$ cat src/rtl/mvs_pkg.sv
// Shared types and slicing helpers for the 3x3 matrix-vector sequencer.
package mvs_pkg;

    localparam int ELEM_W = 16;
    localparam int DIM    = 3;

    typedef logic signed [ELEM_W-1:0] elem_t;

    // Ascending packed range: element 0 sits at the MSBs, matching the bus order.
    typedef elem_t [0:DIM-1] row_t;

    typedef enum logic [1:0] {
        IDLE = 2'd0,
        ROW  = 2'd1,
        DONE = 2'd2
    } state_t;

    // Row r of a row-major 144-bit matrix; row 0 occupies [143:96].
    function automatic row_t mat_row(input logic [DIM*DIM*ELEM_W-1:0] m,
                                     input logic [1:0] r);
        row_t v;
        case (r)
            2'd0:    v = m[143:96];
            2'd1:    v = m[95:48];
            2'd2:    v = m[47:0];
            default: v = '0;
        endcase
        return v;
    endfunction

    // Element i of a row; element 0 at the MSBs.
    function automatic elem_t row_elem(input row_t v, input int i);
        return v[i];
    endfunction

endpackage

$ cat src/rtl/mvs_dot3.sv
// Combinational 3-element dot product, truncated to 16 bits with wrapping adds.
module mvs_dot3
    import mvs_pkg::*;
(
    input  row_t  a,
    input  row_t  b,
    output elem_t y
);

    elem_t [0:DIM-1] prod;

    // Each product keeps only its low 16 bits; the sum wraps modulo 2^16.
    always_comb begin
        prod = '0;
        for (int i = 0; i < DIM; i++) begin
            prod[i] = row_elem(a, i) * row_elem(b, i);
        end
        y = prod[0] + prod[1] + prod[2];
    end

endmodule

$ cat src/rtl/matrix_vector_sequencer.sv
// Time-multiplexes one dot3 unit over the three matrix rows, one row per clock.
module matrix_vector_sequencer
    import mvs_pkg::*;
(
    input  logic         system1000,
    input  logic         system1000_rstn,
    input  logic         in_valid,
    output logic         in_ready,
    input  logic [143:0] in_matrix,
    input  logic [47:0]  in_vector,
    output logic         out_valid,
    input  logic         out_ready,
    output logic [47:0]  out_data,
    output logic         busy
);

    state_t       state_q, state_d;
    logic [1:0]   row_q, row_d;
    logic         load_ops;
    logic         wr_row;
    logic [143:0] mat_q;
    row_t         vec_q;
    row_t         res_q;
    row_t         sel_row;
    elem_t        dot_y;

    assign sel_row = mat_row(mat_q, row_q);

    mvs_dot3 u_dot (
        .a (sel_row),
        .b (vec_q),
        .y (dot_y)
    );

    // State and row counter; row_q only ever holds 0..2.
    always_ff @(posedge system1000 or negedge system1000_rstn) begin
        if (!system1000_rstn) begin
            state_q <= IDLE;
            row_q   <= 2'd0;
        end else begin
            state_q <= state_d;
            row_q   <= row_d;
        end
    end

    // Next-state, acceptance and row-write decode.
    always_comb begin
        state_d  = state_q;
        row_d    = row_q;
        load_ops = 1'b0;
        wr_row   = 1'b0;
        in_ready = 1'b0;
        case (state_q)
            IDLE: begin
                in_ready = 1'b1;
                if (in_valid) begin
                    load_ops = 1'b1;
                    row_d    = 2'd0;
                    state_d  = ROW;
                end
            end
            ROW: begin
                wr_row = 1'b1;
                if (row_q == 2'd2) begin
                    row_d   = 2'd0;
                    state_d = DONE;
                end else begin
                    row_d = 2'(row_q + 2'd1);
                end
            end
            DONE: begin
                // Consumer handshake doubles as the next acceptance slot.
                in_ready = out_ready;
                if (out_ready) begin
                    if (in_valid) begin
                        load_ops = 1'b1;
                        row_d    = 2'd0;
                        state_d  = ROW;
                    end else begin
                        state_d = IDLE;
                    end
                end
            end
            default: state_d = IDLE;
        endcase
    end

    // Operands are sampled only at acceptance.
    always_ff @(posedge system1000 or negedge system1000_rstn) begin
        if (!system1000_rstn) begin
            mat_q <= '0;
            vec_q <= '0;
        end else if (load_ops) begin
            mat_q <= in_matrix;
            vec_q <= in_vector;
        end
    end

    // One result register written per ROW cycle, selected by the row counter.
    always_ff @(posedge system1000 or negedge system1000_rstn) begin
        if (!system1000_rstn) begin
            res_q <= '0;
        end else if (wr_row) begin
            for (int i = 0; i < DIM; i++) begin
                if (row_q == i[1:0]) res_q[i] <= dot_y;
            end
        end
    end

    assign out_data  = res_q;
    assign out_valid = (state_q == DONE);
    assign busy      = (state_q == ROW);

endmodule

$ cat config.mk
export PLATFORM = sky130hd
export DESIGN_NAME = matrix_vector_sequencer
export DESIGN_NICKNAME = d
export VERILOG_FILES = /design/src/rtl/mvs_pkg.sv /design/src/rtl/mvs_dot3.sv /design/src/rtl/matrix_vector_sequencer.sv
export SDC_FILE = /design/constraint.sdc
export NUM_CORES = 1
export LEC_CHECK = 0
export ABC_AREA = 1
export CAP_MARGIN = 30
export CORE_ASPECT_RATIO = 0.8
export CORE_MARGIN = 8
export CORE_UTILIZATION = 55
export CTS_BUF_LIST = sky130_fd_sc_hd__clkbuf_4 sky130_fd_sc_hd__clkbuf_8
export CTS_CLUSTER_SIZE = 16
export DETAILED_ROUTE_END_ITERATION = 10
export GPL_TIMING_DRIVEN = 0
export MAX_ROUTING_LAYER = met4
export PLACE_DENSITY = 0.86
export SLEW_MARGIN = 0
export SYNTH_ARGS = -nofsm -noshare
export SYNTH_HDL_FRONTEND = slang
export SYNTH_HIERARCHICAL = 1
export SYNTH_SLANG_ARGS = --single-unit
$ cat constraint.sdc
create_clock -name system1000 -period 13.4 [get_ports system1000]
set_input_delay 2.68 -clock system1000 [delete_from_list [all_inputs] [get_ports system1000]]
set_output_delay 2.68 -clock system1000 [all_outputs]
set_load 0.1 [all_outputs]
==> results by group <==
Floorplanning
  – Die W: 251 µm
  – Die H: 204 µm
  – FP Rows: 69
  – I/O pin cnt: 247
  – Effective utilization at floorplan: 0.553
  – Die footprint: 51,300 µm²
  – Floorplan Core Area: 44,000 µm²

CTS
  – Reg clk slew, reported paths: 0.06 ns
  – Max H-tree Level: 2
  – CTS Buffer Depth: 3
  – Post-CTS sizing: 0
  – Hold_buf cts: 0
  – Setup Buffers After CTS: 0
  – Clock Sinks: 244
  – Root Buffer: clkbuf_8
  – Total CTS buffers: 40
  – CTS tree: yes
  – Clock latency on the worst-skew pair: 0.62 ns

Finish
  – Layout cells sized above 1: 0.0544
  – Most frequent cells in the layout: nand2_1, inv_1, fa_1
  – Final nets: 4,128
  – Antenna Cells: 0
  – Most common cell after layout, fill and taps aside: nand2_1
  – Layout area overhead: 16.7%

Drt
  – Number of remaining DRC errors: 0
  – DRT Pass-1 Iters: 6
  – Total Routed Length: 69,800 µm
  – DR vias: 21.8k
  – Post-route ant nets: 0
  – Drt wl/cell: 17.1 µm
  – Initial drt markers: 2,165
  – DR vias/cell: 5.36

Critical path
  – Slowest cell on crit path: fa_1
  – CP delay by family, top: adder cells
  – Req. time, crit path: 13.91 ns
  – Critical Path AT: 9.73 ns
  – CP bufs+invs: 10
  – CP Max Fanout: 10
  – Top cell by count, worst path: fa_1
  – CP Capture Type: register
  – Slowest stage delay, CP: 0.58 ns
  – Critical path class: reg -> reg
  – Worst setup SP type: register

STA
  – Sum Neg Setup Slack: 0 ns
  – Worst Slack Setup Final: 4.18 ns
  – Final Slew Violations: 0
  – FMAX: 108 MHz
  – Period utilisation layout: 0.688
  – Slew headroom: 0.315
  – Fin Hold WS: 0.467 ns
  – Tmin final: 9.22 ns
  – Worst Skew: 0.0376 ns
  – RSZ-0062 raised after global routing: false
  – Actual slew at the worst max-slew pin: 1.02 ns
  – # setup viols final: 0
  – Endpoints failing hold: 0

Yosys
  – Syn nets: 3,839
  – Seq/Total Area, Yosys: 0.251
  – Netlist Area Pre-Place: 24,300 µm²
  – Avg Inst Size Synth: 7.62 µm²
  – Synth Instances: 3,197
  – Distinct cells, synth: 30
  – Seq cells post-synth: 244
  – Yosys warns: 6

Placement
  – Pre-CTS setup slack: 4.33 ns
  – Final Wtd Congestion: 0.942
  – Input/output buffers: 245
  – HPWL after detailed placement: 57,800 µm

Status
  – Status: finished clean

Global routing
  – GRT Util Overall: 0.284
  – First-pass GRT wire length: 113,000 µm
  – Initial antenna violation count: 0
  – Largest net degree at the start of global routing: 116
  – Number of global-route vias before repair: 22.0k
  – Grt ovf: 0

Flow run
  – Max-cap violations: 0

Min path
  – HP Class: reg -> reg
==> sequential cells by signal, summed over array words and instances, names as in the netlist <==
register  flops
vec_q        48
out_data     48
mat_q       144
row_q         2
state_q       2
==> final timing paths <==
kind | slack, ns | depth (start not counted) | end | from
min in group asynchronous | 1.91 | 1 | out_data[39]$_DFFE_PN0P_ | system1000_rstn
max in group asynchronous | 10.14 | 3 | vec_q[29]$_DFFE_PN0P_ | system1000_rstn
setup reg to reg | 4.18 | 33 | out_data[30]$_DFFE_PN0P_ | row_q[0]$_DFFE_PN0P_
setup / recovery | 4.18 | 33 | out_data[30]$_DFFE_PN0P_ | row_q[0]$_DFFE_PN0P_
hold / removal | 0.47 | 2 | vec_q[0]$_DFFE_PN0P_ | vec_q[0]$_DFFE_PN0P_
hold reg to reg | 0.47 | 2 | vec_q[0]$_DFFE_PN0P_ | vec_q[0]$_DFFE_PN0P_
==> kinds of logic (layout without fill, tap and decap cells) <==
logic type / after synthesis / in the layout / share of synthesized area
flip-flops: 244 / 244 / 0.251
XOR/XNOR: 31 / 31 / 0.0112
AO/OA/AOI/OAI: 70 / 70 / 0.0147
AND/OR/NAND/NOR: 1512 / 1512 / 0.262
adder cells (fa/ha/maj): 446 / 446 / 0.317
buffers and inverters: 894 / 1208 / 0.144
==> metrics by stage <==
stage,std cells,util,area (µm²)
finish,4079,0.645,28400
global route,4079,0.645,28400
CTS,4079,0.645,28400
detailed placement,4012,0.626,27600
global placement,4010,0.625,27500
floorplan,3197,-,24300
==> tightest hold or removal path: cells and delay by family (launching register included) <==
kind	cells	cell delay [ns]
simple gates	2	0.09
flops	1	0.34
==> synthesized netlist by cell type <==
cell / n / share of area
o21bai_1: 2 / 0.00062
xnor2_1: 15 / 0.0054
o221ai_1: 1 / 0.00036
or2_2: 1 / 0.00026
buf_1: 18 / 0.0028
nand3_2: 1 / 0.00041
clkbuf_2: 1 / 0.00021
ha_1: 160 / 0.082
buf_4: 8 / 0.0025
buf_2: 95 / 0.020
clkbuf_1: 53 / 0.0082
nand3b_1: 8 / 0.0025
fa_1: 286 / 0.24
inv_1: 712 / 0.11
nand2_2: 5 / 0.0013
or2_1: 1 / 0.00026
xor2_1: 16 / 0.0058
o21ai_1: 32 / 0.0066
nor2_2: 2 / 0.00051
nand3_1: 113 / 0.023
nor2_4: 1 / 0.00046
o21ai_0: 21 / 0.0043
nand2_1: 1166 / 0.18
nor3_1: 1 / 0.00021
dfrtp_1: 244 / 0.25
a21oi_1: 14 / 0.0029
inv_2: 7 / 0.0011
nor2_1: 16 / 0.0025
nand4_1: 195 / 0.050
and2_1: 2 / 0.00051
==> routing by layer <==
layer | part of all wire | track usage | vias to the layer above
met3 | 0.092 | 0.0576 | 194
met5 | 0 | - | -
met4 | 0.042 | 0.105 | 0
met1 | 0.40 | 0.359 | 10400
met2 | 0.46 | 0.450 | 1085
li1 | - | - | 10100
==> area by class of cell <==
type / count / area [µm²]
inverters: 719 / 2700
clock inverters: 6 / 86.3
plain buffers: 175 / 807
clock buffers: 61 / 746
multi-input cells: 2059 / 14700
flip-flops and latches: 244 / 6110
fillers: 3532 / 15600
repair buffers: 247 / 2510
well taps: 568 / 711
Power is left out: the tool's default activity adds up to more than one toggle a clock period on the data nets, which glitch-free logic cannot reach.
